### src/rtl/alu_pkg.sv
// Shared opcode encodings for the 8051-compatible ALU and the instruction decoder.
package alu_pkg;
   localparam int ALU_OP_W = 5;

   localparam logic [ALU_OP_W-1:0] ALU_ADD  = 5'd0;
   localparam logic [ALU_OP_W-1:0] ALU_ADDC = 5'd1;
   localparam logic [ALU_OP_W-1:0] ALU_INC  = 5'd2;
   localparam logic [ALU_OP_W-1:0] ALU_DEC  = 5'd3;
   localparam logic [ALU_OP_W-1:0] ALU_SUBB = 5'd4;
   localparam logic [ALU_OP_W-1:0] ALU_MUL  = 5'd5;
   localparam logic [ALU_OP_W-1:0] ALU_DIV  = 5'd6;
   localparam logic [ALU_OP_W-1:0] ALU_DA   = 5'd7;
   localparam logic [ALU_OP_W-1:0] ALU_ANL  = 5'd8;
   localparam logic [ALU_OP_W-1:0] ALU_ORL  = 5'd9;
   localparam logic [ALU_OP_W-1:0] ALU_XRL  = 5'd10;
   localparam logic [ALU_OP_W-1:0] ALU_CLR  = 5'd11;
   localparam logic [ALU_OP_W-1:0] ALU_CPLC = 5'd12;
   localparam logic [ALU_OP_W-1:0] ALU_CPLA = 5'd13;
   localparam logic [ALU_OP_W-1:0] ALU_RL   = 5'd14;
   localparam logic [ALU_OP_W-1:0] ALU_RLC  = 5'd15;
   localparam logic [ALU_OP_W-1:0] ALU_RR   = 5'd16;
   localparam logic [ALU_OP_W-1:0] ALU_RRC  = 5'd17;
   localparam logic [ALU_OP_W-1:0] ALU_SWAP = 5'd18;
endpackage

### src/rtl/alu_muldiv.sv
// Combinational 8x8 multiply and 8/8 divide; divide by zero yields quot=0xFF, rem=a.
module alu_muldiv (
   input  logic [7:0]  a,
   input  logic [7:0]  b,
   output logic [15:0] prod,
   output logic [7:0]  quot,
   output logic [7:0]  rem,
   output logic        div_zero
);
   assign prod     = {8'h00, a} * {8'h00, b};
   assign div_zero = (b == 8'h00);

   always_comb begin
      if (div_zero) begin
         quot = 8'hFF;
         rem  = a;
      end else begin
         quot = a / b;
         rem  = a % b;
      end
   end
endmodule

### src/rtl/alu.sv
// 8-bit 8051 ALU: decodes alu_op into result, flags and B byte, all registered once.
module alu
   import alu_pkg::*;
(
   input  logic                clk,
   input  logic                rst_n,
   input  logic [7:0]          a_data,
   input  logic [7:0]          b_data,
   input  logic                c_in,
   input  logic                ac_in,
   input  logic [ALU_OP_W-1:0] alu_op,
   output logic [7:0]          ans,
   output logic                c_out,
   output logic                ac_out,
   output logic                ov_out,
   output logic [7:0]          b_out
);
   logic [15:0] prod;
   logic [7:0]  quot, rem;
   logic        div_zero;

   logic [7:0]  ans_d, b_d;
   logic        c_d, ac_d, ov_d;
   logic [8:0]  sum9, da9;
   logic [4:0]  nib5;

   alu_muldiv u_muldiv (
      .a        (a_data),
      .b        (b_data),
      .prod     (prod),
      .quot     (quot),
      .rem      (rem),
      .div_zero (div_zero)
   );

   always_comb begin
      // NOTE: every output of this block gets a default first so no path infers a latch.
      ans_d = 8'h00;
      b_d   = 8'h00;
      c_d   = c_in;
      ac_d  = ac_in;
      ov_d  = 1'b0;
      sum9  = 9'h000;
      nib5  = 5'h00;
      da9   = 9'h000;
      case (alu_op)
         ALU_ADD, ALU_ADDC: begin
            sum9  = {1'b0, a_data} + {1'b0, b_data} + {8'h00, (alu_op == ALU_ADDC) & c_in};
            nib5  = {1'b0, a_data[3:0]} + {1'b0, b_data[3:0]} + {4'h0, (alu_op == ALU_ADDC) & c_in};
            ans_d = sum9[7:0];
            c_d   = sum9[8];
            ac_d  = nib5[4];
            ov_d  = (a_data[7] == b_data[7]) && (sum9[7] != a_data[7]);
         end
         ALU_INC:  ans_d = a_data + 8'h01;
         ALU_DEC:  ans_d = a_data - 8'h01;
         ALU_SUBB: begin
            // Bit 8 of the 9-bit difference and bit 4 of the nibble difference are the borrows.
            sum9  = {1'b0, a_data} - {1'b0, b_data} - {8'h00, c_in};
            nib5  = {1'b0, a_data[3:0]} - {1'b0, b_data[3:0]} - {4'h0, c_in};
            ans_d = sum9[7:0];
            c_d   = sum9[8];
            ac_d  = nib5[4];
            ov_d  = (a_data[7] != b_data[7]) && (sum9[7] != a_data[7]);
         end
         ALU_MUL: begin
            ans_d = prod[7:0];
            b_d   = prod[15:8];
            c_d   = 1'b0;
            ov_d  = |prod[15:8];
         end
         ALU_DIV: begin
            ans_d = quot;
            b_d   = rem;
            c_d   = 1'b0;
            ov_d  = div_zero;
         end
         ALU_DA: begin
            da9 = {1'b0, a_data};
            if (a_data[3:0] > 4'd9 || ac_in) da9 = da9 + 9'h006;
            if (da9[7:4] > 4'd9 || c_in || da9[8]) da9 = da9 + 9'h060;
            ans_d = da9[7:0];
            c_d   = c_in | da9[8];
         end
         ALU_ANL:  ans_d = a_data & b_data;
         ALU_ORL:  ans_d = a_data | b_data;
         ALU_XRL:  ans_d = a_data ^ b_data;
         ALU_CLR:  ans_d = 8'h00;
         ALU_CPLC: begin
            ans_d = a_data;
            c_d   = ~c_in;
         end
         ALU_CPLA: ans_d = ~a_data;
         ALU_RL:   ans_d = {a_data[6:0], a_data[7]};
         ALU_RLC: begin
            ans_d = {a_data[6:0], c_in};
            c_d   = a_data[7];
         end
         ALU_RR:   ans_d = {a_data[0], a_data[7:1]};
         ALU_RRC: begin
            ans_d = {c_in, a_data[7:1]};
            c_d   = a_data[0];
         end
         ALU_SWAP: ans_d = {a_data[3:0], a_data[7:4]};
         default:  ans_d = 8'h00;
      endcase
   end

   always_ff @(posedge clk or negedge rst_n) begin
      // NOTE: registers use non-blocking assignments so all outputs update together at the edge.
      if (!rst_n) begin
         ans    <= 8'h00;
         b_out  <= 8'h00;
         c_out  <= 1'b0;
         ac_out <= 1'b0;
         ov_out <= 1'b0;
      end else begin
         ans    <= ans_d;
         b_out  <= b_d;
         c_out  <= c_d;
         ac_out <= ac_d;
         ov_out <= ov_d;
      end
   end
endmodule

### config.mk
export PLATFORM = sky130hd
export DESIGN_NAME = alu
export DESIGN_NICKNAME = d
export VERILOG_FILES = /design/src/rtl/alu_pkg.sv /design/src/rtl/alu_muldiv.sv /design/src/rtl/alu.sv
export SDC_FILE = /design/constraint.sdc
export NUM_CORES = 1
export LEC_CHECK = 0
export CORE_UTILIZATION = 45
export CTS_CLUSTER_DIAMETER = 80
export CTS_CLUSTER_SIZE = 8
export DETAILED_ROUTE_END_ITERATION = 10
export PLACE_DENSITY = 0.66
export SKIP_CTS_REPAIR_TIMING = 1
export SYNTH_ARGS = -nofsm -noshare
export SYNTH_HDL_FRONTEND = slang
export SYNTH_HIERARCHICAL = 1
export SYNTH_SLANG_ARGS = --single-unit
### constraint.sdc
create_clock -name clk -period 0.8 [get_ports clk]
set_input_delay 0.08 -clock clk [delete_from_list [all_inputs] [get_ports clk]]
set_output_delay 0.08 -clock clk [all_outputs]
set_load 0.05 [all_outputs]
# Word level (Yosys, flattened, before mapping)
# Cells that the tools add are included.
[op_classes]
n_lt_le_gt_ge = 2
div_mod_pow = 2
addsub = 12
mul = 1
bitwise_logic = 7
reduce_logical = 10
eq_ne = 21
n_mux = 11
[ops]
columns = ["op", "count"]
rows = [
  ["8-bit case mux with 17 select lines", 1],
  ["9-bit two-way mux", 4],
  ["5-bit by 4-bit == test with 1-bit output (second input constant)", 7],
  ["5-bit by 3-bit == test with 1-bit output (second input constant)", 4],
  ["8-bit by 8-bit multiplier with 16-bit output", 1],
  ["8-bit two-way mux", 2],
  ["8-bit case mux with 2 select lines", 1],
  ["5-bit == test (second input constant)", 3],
  ["5-bit by 2-bit == test with 1-bit output (second input constant)", 2],
  ["8-bit by 3-bit adder with 9-bit output (second input constant)", 1],
  ["8-bit by 8-bit adder with 9-bit output", 1],
  ["9-bit by 1-bit adder with 9-bit output", 1],
  ["9-bit by 7-bit adder with 9-bit output (second input constant)", 1],
  ["8-bit by 8-bit subtractor with 9-bit output", 1],
  ["9-bit by 1-bit subtractor with 9-bit output", 1],
  ["8-bit by 1-bit adder with 8-bit output (second input constant)", 1],
  ["8-bit bitwise AND", 1],
  ["8-bit by 8-bit divider with 8-bit output", 1],
  ["4-bit > comparator (second input constant)", 2],
  ["8-bit logical NOT", 1],
  ["8-bit by 8-bit modulo with 8-bit output", 1],
  ["8-bit NOT", 1],
  ["8-bit bitwise OR", 1],
  ["8-bit OR reduction", 1],
  ["other kinds (19)", 25],
]
[totals]
register_bits = 19
input_bits = 25
output_inout_bits = 19

# Depth between registers and ports, before layout
# Gate-level depths: netlist of run 1.
[logic_depth]
ltp_word = 11
depth_mapped = 51

# Modules after synthesis
# Netlist of run 1, hierarchy kept.
[by_module_without_submodules]
columns = ["mod", "cells_per_inst", "n_inst", "seq_area_each_um2", "area_each_um2"]
rows = [
  ["alu_muldiv", 531, 1, 0.0, 4090.2],
  ["alu", 403, 1, 475.5, 3156.8],
]

# Worst setup path before layout of run 1
# OpenSTA, ideal clock, no wires.
[synth_timing]
path_type = "input to register"
start = "input b_data[5]"
end = "register b_out[3]"
cell_stages = 48
path_buffers = 3
arrival_ns = 10.924
required_ns = 0.679
setup_slack_ns = -10.245
setup_ns = 0.121
path_cell_list = "buf_2 > nor4_4 > buf_2 > a31oi_1 > nor2_1 > ha_1 > o21a_1 > o211ai_1 > mux2_2 > ha_1 > a211oi_1 > o31a_1 > nor4_1 > or2_2 > ha_1 > a21oi_1 > a21oi_1 > o21a_1 > [12 not listed] > a41o_1 > a311oi_1 > nor2_1 > ha_1 > or3_1 > o221a_2 > o21a_1 > or2_1 > mux2_2 > ha_1 > o21ai_0 > a21oi_1 > o311a_1 > o41ai_2 > clkbuf_1 > nor3_1 > a221o_1 > a22o_1"
[synth_between]
elab_chain_len = 3
[synth_lines]
columns = ["item", "line", "rtl"]
rows = [
  ["start: declaration", "alu.sv:8", "input logic [7:0] b_data,"],
  ["8-bit by 8-bit modulo with 8-bit output / 8-bit logical NOT (equally long branches)", "alu_muldiv.sv:19, alu_muldiv.sv:11", ""],
  ["8-bit two-way mux (*)", "alu_muldiv.sv:14", "if (div_zero) begin"],
  ["named net rem[3]", "alu.sv:19", "logic [7:0] quot, rem;"],
  ["8-bit case mux with 2 select lines (*)", "alu.sv:46", "case (alu_op)"],
  ["named net b_d[3]", "alu.sv:22", "logic [7:0] ans_d, b_d;"],
  ["end signal: assignment", "alu.sv:113", "b_out <= 8'h00;"],
  ["end signal: assignment", "alu.sv:119", "b_out <= b_d;"],
  ["end: declaration", "alu.sv:16", "output logic [7:0] b_out"],
]
# Mark *: on every way through the listed nets, which the timed path passes. The rest lies on a longest branch.

# Worst setup path after layout of run 1
[layout_timing]
start = "input b_data[5]"
end = "register ans[0]"
[layout_between]
elab_chain_len = 3
[layout_lines]
columns = ["item", "line", "rtl"]
rows = [
  ["8-bit by 8-bit divider with 8-bit output / 8-bit logical NOT (equally long branches)", "alu_muldiv.sv:18, alu_muldiv.sv:11", ""],
  ["8-bit two-way mux (*)", "alu_muldiv.sv:14", ""],
  ["named net quot[0]", "alu.sv:19", ""],
  ["8-bit case mux with 17 select lines (*)", "alu.sv:46", ""],
  ["named net ans_d[0]", "alu.sv:22", ""],
  ["end signal: assignment", "alu.sv:118", "ans <= ans_d;"],
  ["end: declaration", "alu.sv:12", "output logic [7:0] ans,"],
]
# Marks and branches as above.

==> flow_summary.json, run 1 <==
{
  "die_y_um": 129,
  "fin_crit_ns": 10.15,
  "drtIter0Drc": 623,
  "slew_violations": 0,
  "crit_type": "input pin to flop",
  "first_global_vias": 7993,
  "ys_ff_latch": 19,
  "synth_seq_area_share": 0.0656,
  "setup-violations-final": 38,
  "power_density_nw_per_um2": 1470,
  "area_delta_synth_final_pct": 57.9,
  "grt_pass1_wl_mm": 41.5,
  "synth_nets": 1116,
  "peakVddDrop_v": 0.00185,
  "setup_tns_ns": -124.39,
  "syn-instance-count": 934,
  "cts_tree": "done",
  "drtAntennaViolNets": 0,
  "synth.area.top_cells": "ha_1 (20%), fa_1 (12%), dfrtp_1 (6.6%)",
  "synth_area_um2": 7250,
  "cp.arrival_ns": 10.28,
  "synth_edf_count": 0,
  "cp_slowest_cell": "o41ai_4",
  "hold_ws_ns": 0.175,
  "die_area_um2": 16600,
  "drt_wl_total_mm": 27.5,
  "dpl.hpwl_mm": 21.2,
  "clk_pin_slew_ns": 0.06,
  "synth_commonest_cells": "ha_1 (115), inv_1 (105), nor2_1 (74)",
  "slowest_delay_ns": 0.41,
  "syn_avg_cell_area_um2": 7.76,
  "antenna_found_initial": 0,
  "yosysUniqueCellTypes": 84,
  "clk_path_buf_depth": 2,
  "synth_ff_type": "dfrtp_1",
  "yosysMostFrequentCell": "ha_1",
  "numClockSinks": 19,
  "hold_viol": 0,
  "cp.required_ns": 0.94,
  "setup.worst_path.start_class": "input pin",
  "vias": 8483,
  "yosys_warnings": 6,
  "core-area_um2": 15800,
  "violations": "negative setup slack",
  "layout_setup_ws_ns": -9.35,
  "critPathMaxFanout": 8,
  "synth_top_area_frac": 0.199,
  "root_buffer": "clkbuf_16",
  "nets": 1439,
  "viasPerCell": 5.76,
  "layout-drive-gt1-share": 0.404,
  "portBuffers": 43,
  "status": "finished, violations left",
  "cp-end-kind": "flop",
  "gp_congestion": 1.00,
  "start_util": 0.458,
  "drtPass1Iterations": 5,
  "grt_max_degree": 25,
  "drcViolationCount": 0,
  "power.leakage_uw": 0.00555,
  "synthArstFlopShare": 1.00,
  "gr-total-overflow": 0,
  "die_x_um": 129,
  "synth_area_leader_cell": "ha_1",
  "wl_per_cell_um": 18.7,
  "grt_usage": 0.322,
  "worst_pin_slew_ns": 0.526,
  "worstHoldPathType": "input pin to async pin",
  "rsz0062_at_grt": "yes",
  "dp_slack_ns": -10.13,
  "diodes": 0,
  "io_pins": 44,
  "timing.fmax_mhz": 98.5,
  "htreeDepth": 1,
  "cts_buffers": 3,
  "finalCritPeriodShare": 12.7,
  "rows": 46,
  "maxSlewHeadroom": 0.646,
  "maxCapViolations": 0
}
==> cell type report <==
type	count	area (um^2)
Clock buffer	4	78.8
Timing Repair Buffer	361	3180
Inverter	105	418
Multi-Input combinational cell	767	7010
Fill cell	1183	4390
Sequential cell	19	475
Tap cell	216	270
==> registers in the layout, summed over array words and instances (netlist names) <==
register	cells
ac_out	1
ans	8
c_out	1
ov_out	1
b_out	8
==> logic make-up (layout without fill, tap and decap cells) <==
| kind of cell | after synthesis | after routing | share of synthesized area |
|---|---|---|---|
| compound gates | 250 | 250 | 0.247 |
| xor+xnor | 54 | 54 | 0.0653 |
| fa+ha+maj | 157 | 157 | 0.315 |
| buf+inv | 148 | 470 | 0.0786 |
| flops | 19 | 19 | 0.0656 |
| mux | 12 | 12 | 0.0181 |
| simple gates | 294 | 294 | 0.211 |
==> metal layers <==
| metal | wire length (um) | global-route usage | vias up |
|---|---|---|---|
| met5 | 0 | 0 | - |
| met4 | 1260 | 0.116 | 0 |
| met3 | 1880 | 0.0358 | 78 |
| met2 | 12500 | 0.535 | 398 |
| met1 | 11800 | 0.431 | 3996 |
| li1 | - | - | 4011 |
==> per-stage QoR <==
stage | total power, uW | std cells | util | instance area [um^2]
finish | 16800 | 1472 | 0.723 | 11400
CTS | 15600 | 1450 | 0.680 | 10800
detailed placement | 14400 | 1446 | 0.675 | 10700
global placement | 14100 | 1446 | 0.675 | 10700
global route | 18000 | 1472 | 0.723 | 11400
floorplan | 9070 | 934 | - | 7890
==> layout by cell type (no fill, tap or decap), types with 10 or more instances in the layout <==
cell            synthesis  layout
buf_4                   0     299
inv_1                 105      95
ha_1                  115      95
nor2_1                 74      60
nand2_1                61      52
o21ai_0                43      34
fa_1                   42      34
a21oi_1                45      33
xnor2_1                31      31
nor3_1                 33      29
buf_12                  0      27
xor2_1                 23      22
o21a_1                 22      20
dfrtp_1                19      19
and2_1                 19      17
or3_1                  16      15
ha_4                    0      14
o211ai_1               13      13
nand2b_1               13      12
a22o_1                 11      11
nand3_1                10      10
dlymetal6s2s_1          0      10
==> report_power, final <==
part / total [uW] / switching [uW] / internal, uW
registers: 1150 / 86.0 / 1060
logic: 14500 / 7080 / 7430
clock network: 1110 / 426 / 682
total: 16800 / 7600 / 9170
==> path summary, 6_finish.rpt <==
check                           from            endpoint  slack [ns]  cells past startpoint
min in group clk           alu_op[4]    ans[0]$_DFF_PN0_        0.32                      3
max in group asynchronous      rst_n    ov_out$_DFF_PN0_        0.49                      2
min                            rst_n  b_out[1]$_DFF_PN0_        0.18                      2
max                        b_data[5]    ans[0]$_DFF_PN0_       -9.35                     50
==> critical path: cells and delay by family <==
family | cells | cell delay, ns
simple gates | 14 | 3.08
mux | 1 | 0.33
compound gates | 22 | 4.40
buf+inv | 6 | 0.58
fa+ha+maj | 7 | 1.79
No activity file was read; power rests on OpenSTA's default activity.
==> run 2: changes to the inputs <==
CORE_UTILIZATION = 57   (was 45)
PLACE_DENSITY = 0.8   (was 0.66)
==> flow_summary.json, run 2 <==
{
  "place_inst": 1386,
  "synth_commonest_cells": "ha_1 (115), inv_1 (105), nor2_1 (74)",
  "synth_area_leader_cell": "ha_1",
  "gr-total-overflow": 148,
  "synth_ff_type": "dfrtp_1",
  "synth_top_area_frac": 0.199,
  "numClockSinks": 19,
  "synth_nets": 1116,
  "haltStage": "global routing (5_1_grt)",
  "synth.area.top_cells": "ha_1 (20%), fa_1 (12%), dfrtp_1 (6.6%)",
  "ys_ff_latch": 19,
  "synthArstFlopShare": 1.00,
  "portBuffers": 43,
  "synth_edf_count": 0,
  "status": "stopped before the end",
  "syn-instance-count": 934,
  "synth_area_um2": 7250,
  "io_pins": 44,
  "clk_path_buf_depth": 2,
  "dpl.hpwl_mm": 23.0,
  "grt-worst-endpoint": "ans[0]$_DFF_PN0_/D",
  "stop_error": "[ERROR GRT-0232] Routing congestion too high. Check the congestion heatmap in the GUI.",
  "yosys_warnings": 6,
  "htreeDepth": 1,
  "start_util": 0.593,
  "die_y_um": 115,
  "rows": 40,
  "yosysMostFrequentCell": "ha_1",
  "cts_buffers": 3,
  "root_buffer": "clkbuf_16",
  "endpoint_type": "register data pin",
  "die_x_um": 115,
  "grt_max_degree": 25,
  "gp_congestion": 1.02,
  "synth_seq_area_share": 0.0656,
  "yosysUniqueCellTypes": 84,
  "grt_usage": 0.794,
  "syn_avg_cell_area_um2": 7.76
}
[run 2: kinds of logic after synthesis]
group / after synthesis / synth area share
buffers and inverters: 148 / 0.0786
muxes: 12 / 0.0181
AOI/OAI and AO/OA: 250 / 0.247
xor gates and xnor gates: 54 / 0.0653
and+or+nand+nor: 294 / 0.211
DFF: 19 / 0.0656
adders and majority gates: 157 / 0.315
[run 2: per-layer routing]
layer,GRT overflow,track usage
met5,0,0.185
met4,66,0.931
met3,0,0.604
met2,81,0.987
met1,1,0.760
[run 2: stage by stage]
stage	setup WS (ns)	hold slack (ns)	setup TNS, ns	utilization	cell area (um^2)
CTS	-10.31	0.207	-139.16	0.870	10600
detailed placement	-10.40	0.462	-141.62	0.863	10500
global placement	-9.97	0.438	-135.90	0.863	10500
floorplan	-9.51	-0.216	-120.93	-	7890
==> run 3: changes to the inputs <==
CORE_UTILIZATION = 40   (was 57)
CTS_CLUSTER_DIAMETER = not set   (was 80)
CTS_CLUSTER_SIZE = not set   (was 8)
PLACE_DENSITY = not set   (was 0.8)
PLACE_DENSITY_LB_ADDON = 0.15   (was not set)
clock period = 1.04 ns   (was 0.8 ns; I/O delays follow)
==> flow_summary.json, run 3 (synthesis gave the netlist of run 1 again) <==
{
  "vias": 8439,
  "cp_common_cell": "ha_4",
  "cp-end-kind": "flop",
  "area_delta_synth_final_pct": 62.5,
  "dp_slack_ns": -9.87,
  "layout-drive-gt1-share": 0.424,
  "io_pins": 44,
  "slew_violations": 0,
  "htreeDepth": 1,
  "clk_pin_slew_ns": 0.06,
  "grt_max_degree": 25,
  "maxCapViolations": 0,
  "drtAntennaViolNets": 0,
  "reg_top3": "ans: 8 flops, b_out: 8 flops",
  "cp.arrival_ns": 10.26,
  "cp_slowest_cell": "o41ai_4",
  "antenna_found_initial": 1,
  "p_int_uw": 7220,
  "final_cell_mix": "buf_4 (301), ha_1 (91), inv_1 (89)",
  "finalNonFillerCells": 1499,
  "hold_viol": 0,
  "crit_type": "input pin to flop",
  "portBuffers": 43,
  "place_inst": 1460,
  "fin_crit_ns": 10.11,
  "setup_tns_ns": -118.41,
  "start_util": 0.415,
  "p_seq_frac": 0.067,
  "core-area_um2": 17500,
  "worstHoldPathType": "input pin to async pin",
  "first_global_vias": 7876,
  "switching_share": 0.450,
  "gr-total-overflow": 0,
  "drt_wl_total_mm": 28.0,
  "viasPerCell": 5.63,
  "status": "finished, violations left",
  "power.leakage_uw": 0.00570,
  "finalCritPeriodShare": 9.72,
  "wl_per_cell_um": 18.7,
  "layout_setup_ws_ns": -9.07,
  "final_common_cell": "buf_4",
  "grt_pass1_wl_mm": 41.5,
  "switching_power_uw": 5900,
  "violations": "negative setup slack",
  "setup-violations-final": 19,
  "peakVddDrop_v": 0.00133,
  "nFillCells": 1399,
  "maxSlewHeadroom": 0.655,
  "die_y_um": 137,
  "root_buffer": "clkbuf_16",
  "cp.required_ns": 1.19,
  "grt_usage": 0.291,
  "die_area_um2": 18700,
  "numClockSinks": 19,
  "use_met3": 0.0452,
  "die_x_um": 137,
  "drcViolationCount": 0,
  "final_util": 0.674,
  "rows": 48,
  "setup.worst_path.start_class": "input pin",
  "rsz0062_at_grt": "yes",
  "slowest_delay_ns": 0.40,
  "worst_pin_slew_ns": 0.513,
  "critPathMaxFanout": 8,
  "cts_tree": "done",
  "clk_path_buf_depth": 2,
  "gp_congestion": 0.965,
  "timing.fmax_mhz": 98.9,
  "met1_usage": 0.405,
  "power_density_nw_per_um2": 1110,
  "drtPass1Iterations": 6,
  "gr-usage-met2": 0.466,
  "drtIter0Drc": 817,
  "dpl.hpwl_mm": 21.8,
  "grt_busiest_layer": "met2",
  "nets": 1456,
  "p_comb_frac": 0.867,
  "clockPowerShare": 0.065,
  "cts_buffers": 3
}
[run 3: worst max path at each step]
stage	from	endpoint	slack (ns)	cells past startpoint
finish	b_data[5]	b_out[7]$_DFF_PN0_	-9.07	48
global route	b_data[5]	ans[0]$_DFF_PN0_	-9.41	50
CTS	b_data[0]	ans[0]$_DFF_PN0_	-9.66	49
detailed placement	b_data[0]	ans[0]$_DFF_PN0_	-9.87	49
global placement	b_data[0]	ans[0]$_DFF_PN0_	-9.74	48
floorplan	b_data[7]	ans[0]$_DFF_PN0_	-9.30	48
[run 3: cell type report]
cell class                      count  area, um^2  share of cell area
Multi-Input combinational cell    767        7120               0.605
Tap cell                          225         282              0.0239
Clock buffer                        4        78.8             0.00669
Timing Repair Buffer              378        3390               0.288
Sequential cell                    19         475              0.0404
Inverter                          105         423              0.0359
Antenna cell                        1        2.50            0.000212
[run 3: per-stage QoR]
stage / cell area (um^2) / total power, uW / hold WS (ns)
after floorplan: 7890 / 6980 / -0.192
after global placement: 10700 / 11100 / 0.479
after detailed placement: 10700 / 11200 / 0.492
after CTS: 10800 / 12100 / 0.225
after global routing: 11800 / 14200 / 0.228
final: 11800 / 13100 / 0.222
[run 3: power groups by stage]
stage | registers (uW) | logic, uW | clock network (uW)
2_1_floorplan | 1130 | 5850 | 0
3_3_place_gp | 898 | 10200 | 0
3_5_place_dp | 899 | 10300 | 0
4_1_cts | 886 | 10400 | 875
5_1_grt | 889 | 12400 | 890
6_report | 885 | 11400 | 859
[run 3: worst max-delay path: cells and delay by family]
kind,cells,cell delay (ns)
multiplexers,4,1.18
AND/OR/NAND/NOR,10,2.43
adder cells (fa/ha/maj),7,1.42
buffers and inverters,5,0.59
AO/OA/AOI/OAI,22,4.48
[run 3: layer usage]
layer	share of wire	vias up
met5	0	-
met4	0.023	0
met3	0.083	51
met2	0.45	370
met1	0.45	3977
li1	-	4041
==> RTL change: new RTL, settings of run 3 <==
Change the package constant `ALU_OP_W` from 5 to 6.
--- a/src/rtl/alu_pkg.sv
+++ b/src/rtl/alu_pkg.sv
@@ -1,6 +1,6 @@
 // Shared opcode encodings for the 8051-compatible ALU and the instruction decoder.
 package alu_pkg;
-   localparam int ALU_OP_W = 5;
+   localparam int ALU_OP_W = 6;
 
    localparam logic [ALU_OP_W-1:0] ALU_ADD  = 5'd0;
    localparam logic [ALU_OP_W-1:0] ALU_ADDC = 5'd1;
Interface: changed (resized alu_op); port bits go from 44 to 45. The function was not compared with the original's and may differ.
==> RTL change against run 3 <==
  * The flow still finishes with violations (negative setup slack)
  * Wire length down 0.83%
  * Clock power down 2.6%
  * Power down 3.4%
  * Final area down 2.4%
  * Non-clock buffer count up 1
  * Sequential cell count unchanged
  * Synthesized cell count down 3.0%
  * Utilization down 1.4 points
  * Combinational power down 4%
  * Synthesized area down 0.69%
  * Worst setup slack better by 0.050 ns
  * Maximum frequency up 0.49%
==> RTL change: results (changes against run 3) <==
failing checks=negative setup slack (unchanged); vias in the first global route=7925 (was 7876); CTS Root Cell=clkbuf_16 (unchanged); Fin Hold WS=0.184 ns (was 0.222 ns); register area share after synthesis=6.61% (was 6.56%); Placed Area=0.0106 sq mm (was 0.0107 sq mm); DRT iter0 DRCs=828 (was 817); Mapped Nets=1089 (was 1116); clk slew on worst S/H paths=0.06 ns (about the same); asr flop ratio synth=100% (unchanged); Pleak=5.58 nW (was 5.70 nW); share of cells above drive strength 1=41.1% (was 42.4%); Least-Margin Pin Slew=1.17 ns (was 0.513 ns); drt pass-1 iters=7 (was 6); placed insts=1442 (was 1460); biggest regs=ans: 8 flops, b_out: 8 flops (unchanged); largest net degree at the start of global routing=25 (unchanged); CP max FO=6 (was 8); ranking of synthesized cells by area=ha_1, fa_1, dfrtp_1 (unchanged); CP Launch Point=b_data[0] (was b_data[5]); global-route wire length before repair=41.7 mm (was 41.5 mm); top post-synthesis cells by count=ha_1, inv_1, nor2_1 (unchanged); Data arrival, critical path=10.20 ns (was 10.26 ns); DRT Wirelength=27.7 mm (was 28.0 mm); Yosys Warn Count=6 (unchanged); Placement Setup Slack=-10.03 ns (was -9.87 ns); predominant post-synthesis flop cell=dfrtp_1 (unchanged); Fin Setup TNS=-117.78 ns (was -118.41 ns); slowest stage cell on the critical path=or3_4 (was o41ai_4); I/O Buffers=44 (was 43); Hold/Removal Path Class=in2async (unchanged); GPL Wtd Cong=0.984 (was 0.965); Clock Path Buffers=2 (unchanged); Avg Cell Area, Syn=7.94 sq um (was 7.76 sq um); initial antenna violation count=0 (was 1); status=complete, but fails checks (unchanged); diode count=0 (was 1); setup violators final=19 (unchanged); GRT Util Overall=29.1% (about the same); clock buffer count from CTS=3 (unchanged); routed vias=8309 (was 8439); worst vdd ir=0.00106 V (was 0.00133 V); total number of H-tree levels=1 (unchanged); DPL Wire Length=21.4 mm (was 21.8 mm); DR WL/cell=18.8 um (was 18.7 um); CP max stage delay=0.39 ns; final worst setup slack=-9.02 ns (was -9.07 ns); Yosys cell types=86 (was 84)
-- RTL change: critical path, delay by kind of cell --
kind,cells,cell delay [ns]
compound gates,22,4.46
fa+ha+maj,8,1.79
buf+inv,6,0.79
mux,2,0.67
simple gates,11,2.34
-- RTL change: metal layers --
layer,global-route usage (%),vias to the layer above,routed length (um)
met3,1.75,40,1800
met5,0,-,0
met2,49.6,349,13000
met4,8.27,0,616
met1,39.4,3919,12300
li1,-,4001,-
-- RTL change: report_power, final --
group / total [mW] / leakage [nW] / internal [mW] / switching [mW]
combinational: 11.0 / 5.29 / 5.77 / 5.22
clock: 0.837 / 0.0371 / 0.522 / 0.316
sequential: 0.843 / 0.249 / 0.795 / 0.0485
total: 12.7 / 5.58 / 7.09 / 5.58
-- RTL change: cells by family (layout without fill, tap and decap cells) --
family,count (synthesis),after routing,share of synthesized area (%)
adders and majority gates,157,157,31.7
AOI/OAI and AO/OA,241,241,25.0
DFF,19,19,6.61
and+or+nand+nor,295,295,21.5
buffers and inverters,134,481,7.61
xor gates and xnor gates,46,46,5.60
muxes,14,14,2.03
-- RTL change: final cells by class --
| type | count | area [sq um] |
|---|---|---|
| clock inverter | 1 | 7.51 |
| multi-input combinational | 753 | 6870 |
| tap | 225 | 282 |
| timing repair buffer | 379 | 3410 |
| fill | 1462 | 5920 |
| clock buffer | 3 | 75.1 |
| sequential | 19 | 475 |
| inverter | 98 | 389 |
-- RTL change: worst max-delay path by stage --
stage          cells after the start        to  slack [ns]
2_1_floorplan                     46  b_out[3]       -9.25
3_3_place_gp                      48    ans[0]       -9.67
3_5_place_dp                      49    ans[0]      -10.03
4_1_cts                           49    ans[0]       -9.79
5_1_grt                           49  b_out[2]       -9.46
6_report                          49  b_out[2]       -9.02
